## config.mk

```make
export PLATFORM = sky130hd
export DESIGN_NAME = axi4lite_read_ctrl
export DESIGN_NICKNAME = d
export VERILOG_FILES = /design/src/rtl/axi4lite_read_ctrl.sv
export SDC_FILE = /design/constraint.sdc
export NUM_CORES = 1
export LEC_CHECK = 0
export BUFFER_PORTS_ARGS = -buffer_cell sky130_fd_sc_hd__buf_2
export CAP_MARGIN = 20
export CORE_UTILIZATION = 38
export DETAILED_ROUTE_END_ITERATION = 8
export HOLD_SLACK_MARGIN = 0.12
export PLACE_DENSITY = 0.72
export SYNTH_ARGS = -nofsm -noshare
export SYNTH_HDL_FRONTEND = slang
export SYNTH_SLANG_ARGS = --single-unit
```

## constraint.sdc

```tcl
create_clock -name axis_clk -period 1.7 [get_ports axis_clk]
set_input_delay 0.085 -clock axis_clk [delete_from_list [all_inputs] [get_ports axis_clk]]
set_output_delay 0.085 -clock axis_clk [all_outputs]
set_load 0.03 [all_outputs]
```

## src/rtl/axi4lite_read_ctrl.sv

```systemverilog
// rtl/axi4lite_read_ctrl.sv - AXI4-Lite read slave decoding araddr into backend region requests
// Optional one-entry address buffer when AXIL_RD_ADDR_BUF_EN is defined.
module axi4lite_read_ctrl #(
    parameter int pADDR_WIDTH = 12,
    parameter int pDATA_WIDTH = 32,
    parameter int pNUM_REGION = 4,
    parameter int pREGION_LSB = 8,
    parameter int pTIMEOUT    = 16
) (
    input  logic                             axis_clk,
    input  logic                             axis_rst,
    input  logic [pADDR_WIDTH-1:0]           araddr,
    input  logic                             arvalid,
    output logic                             arready,
    output logic [pDATA_WIDTH-1:0]           rdata,
    output logic [1:0]                       rresp,
    output logic                             rvalid,
    input  logic                             rready,
    output logic [pNUM_REGION-1:0]           rd_req,
    output logic [pADDR_WIDTH-1:0]           rd_addr,
    input  logic [pNUM_REGION*pDATA_WIDTH-1:0] rd_data,
    input  logic [pNUM_REGION-1:0]           rd_ack,
    output logic [1:0]                       state_o
);
    localparam logic [1:0] RESP_OKAY   = 2'b00;
    localparam logic [1:0] RESP_SLVERR = 2'b10;
    localparam int         TW          = $clog2(pTIMEOUT);
    localparam logic [TW-1:0] TIMER_LAST = TW'(pTIMEOUT - 1);
    localparam logic [4:0] NUM_REGION  = 5'(pNUM_REGION);

    typedef enum logic [1:0] {
        IDLE = 2'd0,
        BUSY = 2'd1,
        RESP = 2'd2
    } state_t;

    state_t                   state_q;
    logic [TW-1:0]            timer_q;
    logic                     ar_hs;
    logic                     r_hs;
    logic                     ack_hit;
    logic [pDATA_WIDTH-1:0]   ack_data;
    logic                     launch;
    logic [pADDR_WIDTH-1:0]   launch_addr;
    logic [3:0]               launch_region;
    logic                     launch_mapped;
    logic [pNUM_REGION-1:0]   launch_onehot;

`ifdef AXIL_RD_ADDR_BUF_EN
    logic                     buf_valid_q;
    logic [pADDR_WIDTH-1:0]   buf_addr_q;
`endif

    assign ar_hs   = arvalid && arready;
    assign r_hs    = rvalid && rready;
    assign state_o = state_q;

    // rd_req is the one-hot of the selected region, so it doubles as the ack/data select
    assign ack_hit = (state_q == BUSY) && |(rd_ack & rd_req);

    always_comb begin
        ack_data = '0;
        for (int i = 0; i < pNUM_REGION; i++) begin
            if (rd_req[i]) ack_data = rd_data[i*pDATA_WIDTH +: pDATA_WIDTH];
        end
    end

    always_comb begin
        launch      = 1'b0;
        launch_addr = araddr;
        if (state_q == IDLE) begin
            launch = ar_hs;
        end
`ifdef AXIL_RD_ADDR_BUF_EN
        else if (state_q == RESP && r_hs) begin
            launch = buf_valid_q || ar_hs;
            if (buf_valid_q) launch_addr = buf_addr_q;
        end
`endif
    end

    assign launch_region = launch_addr[pREGION_LSB+3 -: 4];
    assign launch_mapped = {1'b0, launch_region} < NUM_REGION;

    always_comb begin
        launch_onehot = '0;
        for (int i = 0; i < pNUM_REGION; i++) begin
            launch_onehot[i] = (launch_region == 4'(i));
        end
    end

    always_ff @(posedge axis_clk or posedge axis_rst) begin
        if (axis_rst) begin
            state_q <= IDLE;
            arready <= 1'b1;
            rvalid  <= 1'b0;
            rresp   <= RESP_OKAY;
            rdata   <= '0;
            rd_req  <= '0;
            rd_addr <= '0;
            timer_q <= '0;
`ifdef AXIL_RD_ADDR_BUF_EN
            buf_valid_q <= 1'b0;
            buf_addr_q  <= '0;
`endif
        end else begin
`ifdef AXIL_RD_ADDR_BUF_EN
            if (ar_hs && state_q != IDLE && !launch) begin
                buf_valid_q <= 1'b1;
                buf_addr_q  <= araddr;
                arready     <= 1'b0;
            end
`endif
            case (state_q)
                BUSY: begin
                    if (ack_hit) begin
                        rd_req  <= '0;
                        rvalid  <= 1'b1;
                        rdata   <= ack_data;
                        rresp   <= RESP_OKAY;
                        state_q <= RESP;
                    end else if (timer_q == TIMER_LAST) begin
                        rd_req  <= '0;
                        rvalid  <= 1'b1;
                        rdata   <= '0;
                        rresp   <= RESP_SLVERR;
                        state_q <= RESP;
                    end else begin
                        timer_q <= timer_q + 1'b1;
                    end
                end
                RESP: begin
                    if (r_hs) begin
                        rvalid  <= 1'b0;
                        state_q <= IDLE;
                        arready <= 1'b1;
                    end
                end
                default: ;
            endcase
            // A new read overrides the defaults above, whether from IDLE or a drained buffer
            if (launch) begin
                rd_addr <= launch_addr;
                timer_q <= '0;
`ifdef AXIL_RD_ADDR_BUF_EN
                buf_valid_q <= 1'b0;
                arready     <= 1'b1;
`else
                arready     <= 1'b0;
`endif
                if (launch_mapped) begin
                    state_q <= BUSY;
                    rd_req  <= launch_onehot;
                    rvalid  <= 1'b0;
                end else begin
                    state_q <= RESP;
                    rd_req  <= '0;
                    rvalid  <= 1'b1;
                    rdata   <= '0;
                    rresp   <= RESP_SLVERR;
                end
            end
        end
    end
endmodule
```

==> results.yml <==
global_route:
  grt_pass1_wl_mm: 19.8
  antenna_found_initial: 0
  grt_max_degree: 67
  grt-ovfl-total: 0
  grt_usage: 0.303
  grt_pass1_vias: 4161
setup_path:
  path_delay_family: "buffers and inverters"
  critPathSlowestCell: "dlygate4sd3_1"
  r2r_cells: 6
  critPathBufInv: 3
  worstSetupPathDepth: 6
  path_class: "reg2reg"
  arrival_ns: 1.89
  required_ns: 1.97
  path_max_fanout: 4
  path_cells: "buf_4 -> inv_1 -> nand2_1 -> a21oi_1 -> nor2_1 -> dlygate4sd3_1"
  max_stage_delay_ns: 0.56
  cp-start-kind: "register"
  worstSetupEndpointType: "register"
clock_tree:
  clock_sinks: 57
  clockBufferDepth: 2
  clk_pin_slew_ns: 0.08
  clk_latency_ns: 0.34
  root_buffer: "clkbuf_8"
  h-tree-depth: 3
  cts_buffers: 9
  cts_tree: "yes"
timing:
  max_freq_mhz: 617
  slew_headroom: 0.618
  finalSetupTns_ns: 0
  final.min_clock_period_ns: 1.62
  final_hold_viol_count: 0
  fin_skew_ns: 0.0141
  setup_violations: 0
  finalCritPeriodShare: 0.953
  worst_slew_pin_slew_ns: 0.572
  final-max-slew-violation-count: 0
drt:
  drc_errors: 0
  postRouteAntennaNets: 0
  firstDrtPassIters: 7
  drt_iter0_drc: 203
  vias: 3938
  wirelength_mm: 12.5
  wire_per_inst_um: 17.3
  vias_per_cell: 5.46
final_layout:
  n_fill_cell: 563
  fin_nets: 763
  drive_above_1_share: 0.428
  fin_area_um2: 5560
  area_growth_pct: 80.0
  antennaDiodeCount: 0
yosys:
  synthArstFlopShare: 1.00
  synthFlopType: "dfrtp_1"
  ys_seq_area_frac: 0.463
  syn_avg_cell_area_um2: 10.0
  ys_top_cells_by_area: "dfrtp_1 (45%), a32o_1 (11%), a22oi_1 (8.3%)"
  synthCells: 308
  yosysMostFrequentCell: "dfrtp_1"
  syn_area_um2: 3090
  mappedNetlistNets: 457
  synth-seq-cells: 57
  synth_warnings: 0
  synth_top_area_share: 0.454
  yosys.area.top_type: "dfrtp_1"
  synth-edff-count: 0
  synth_cell_types: 31
  synth_commonest_cells: "dfrtp_1 (56), nand2_1 (36), nand2b_1 (35)"
run_status:
  status: "finished clean"
floorplan:
  fp.dieH_um: 92.1
  coreArea_um2: 7810
  die_w_um: 92.1
  start_util: 0.395
  boundaryPins: 202
  row_count: 32
  dieArea_um2: 8490
job:
  drv_cap: 0
pwr:
  irDropWorstVdd_mv: 0.365
  p_leak_nw: 2.84
  power_density_nw_per_um2: 527
placement:
  gp_congestion: 0.772
  dp_hpwl_mm: 6.87
  io_buffers: 201
  place_area_um2: 4320
min_path:
  min_path_cells: 4
  min_path_type: "in2reg"
flip-flops by register name, indices dropped and copies added (netlist names):
| register | cells |
|---|---|
| rdata | 32 |
| rd_addr | 12 |
| rd_req | 4 |
| timer_q | 4 |
| rresp | 2 |
| state_o | 2 |
| arready | 1 |
worst paths after layout:
| path | start | end | slack (ns) |
|---|---|---|---|
| min in group asynchronous | axis_rst | rresp[1]$_DFF_PP0_ | 0.34 |
| hold / removal | rd_data[58] | rdata[26]$_DFF_PP0_ | 0.13 |
| setup / recovery | state_o[0]$_DFFE_PP0P_ | arready$_DFFE_PP1P_ | 0.08 |
| max in group asynchronous | axis_rst | arready$_DFFE_PP1P_ | 0.71 |
| hold reg to reg | rresp[0]$_DFF_PP0_ | rresp[0]$_DFF_PP0_ | 0.49 |
| setup reg to reg | state_o[0]$_DFFE_PP0P_ | arready$_DFFE_PP1P_ | 0.08 |
tightest hold or removal path: cells and delay by family:
| kind | cells | cell delay (ns) |
|---|---|---|
| simple gates | 1 | 0.06 |
| buf+inv | 1 | 0.08 |
| compound gates | 2 | 0.20 |
final cells by class:
| type | instances | area (µm²) | area share |
|---|---|---|---|
| multi-input cells | 219 | 1560 | 0.280 |
| repair buffers | 324 | 2250 | 0.405 |
| well taps | 102 | 128 | 0.0230 |
| flip-flops and latches | 57 | 1430 | 0.258 |
| clock buffers | 9 | 124 | 0.0223 |
| clock inverters | 7 | 56.3 | 0.0101 |
| inverters | 3 | 11.3 | 0.00203 |
routing by layer:
| layer | global-route usage | part of all wire |
|---|---|---|
| met1 | 0.333 | 0.38 |
| met2 | 0.549 | 0.51 |
| met3 | 0.0655 | 0.066 |
| met4 | 0.151 | 0.040 |
| met5 | 0 | 0 |
report_power, final:
group	internal, mW	leakage [nW]	switching [mW]
clock	0.536	0.0781	0.619
sequential	1.36	0.767	0
combinational	0.290	1.99	0.130
total	2.18	2.84	0.748
metrics by stage:
stage | total power, mW | util | hold slack (ns) | instances | setup WS [ns]
after floorplan | 1.42 | - | 0.167 | 308 | -0.0648
after global placement | 1.59 | 0.553 | 0.152 | 602 | 0.0401
after detailed placement | 1.60 | 0.553 | 0.164 | 602 | 0.0342
after CTS | 2.93 | 0.707 | 0.120 | 720 | 0.00934
after global routing | 3.06 | 0.712 | 0.124 | 721 | -0.0178
final | 2.93 | 0.712 | 0.128 | 721 | 0.0796
cells by family (layout without fill, tap and decap cells):
logic type      after synthesis  after routing  share of synthesized area
simple gates                 90             90                      0.154
buf+inv                      32            343                     0.0511
flops                        57             57                      0.463
fa+ha+maj                     1              1                    0.00405
compound gates              115            115                      0.281
mux                          13             13                     0.0474
cells in the final DEF, fill, tap and decap left out, types with 9 or more instances in the layout:
cell / n
a32o_1: 33
mux2_2: 13
dlygate4sd3_1: 102
buf_2: 201
a22oi_1: 32
dfrtp_1: 53
a21oi_1: 34
nand2b_1: 35
clkbuf_8: 9
buf_4: 15
nand2_1: 36
timing repair:
item	CTS	global route
gates resized for setup	0	7
setup endpoints to repair	0	38
hold buffers	102	0
hold endpoints to repair	75	0
buffers inserted	0	1
Power figures use the tool's default switching activity.
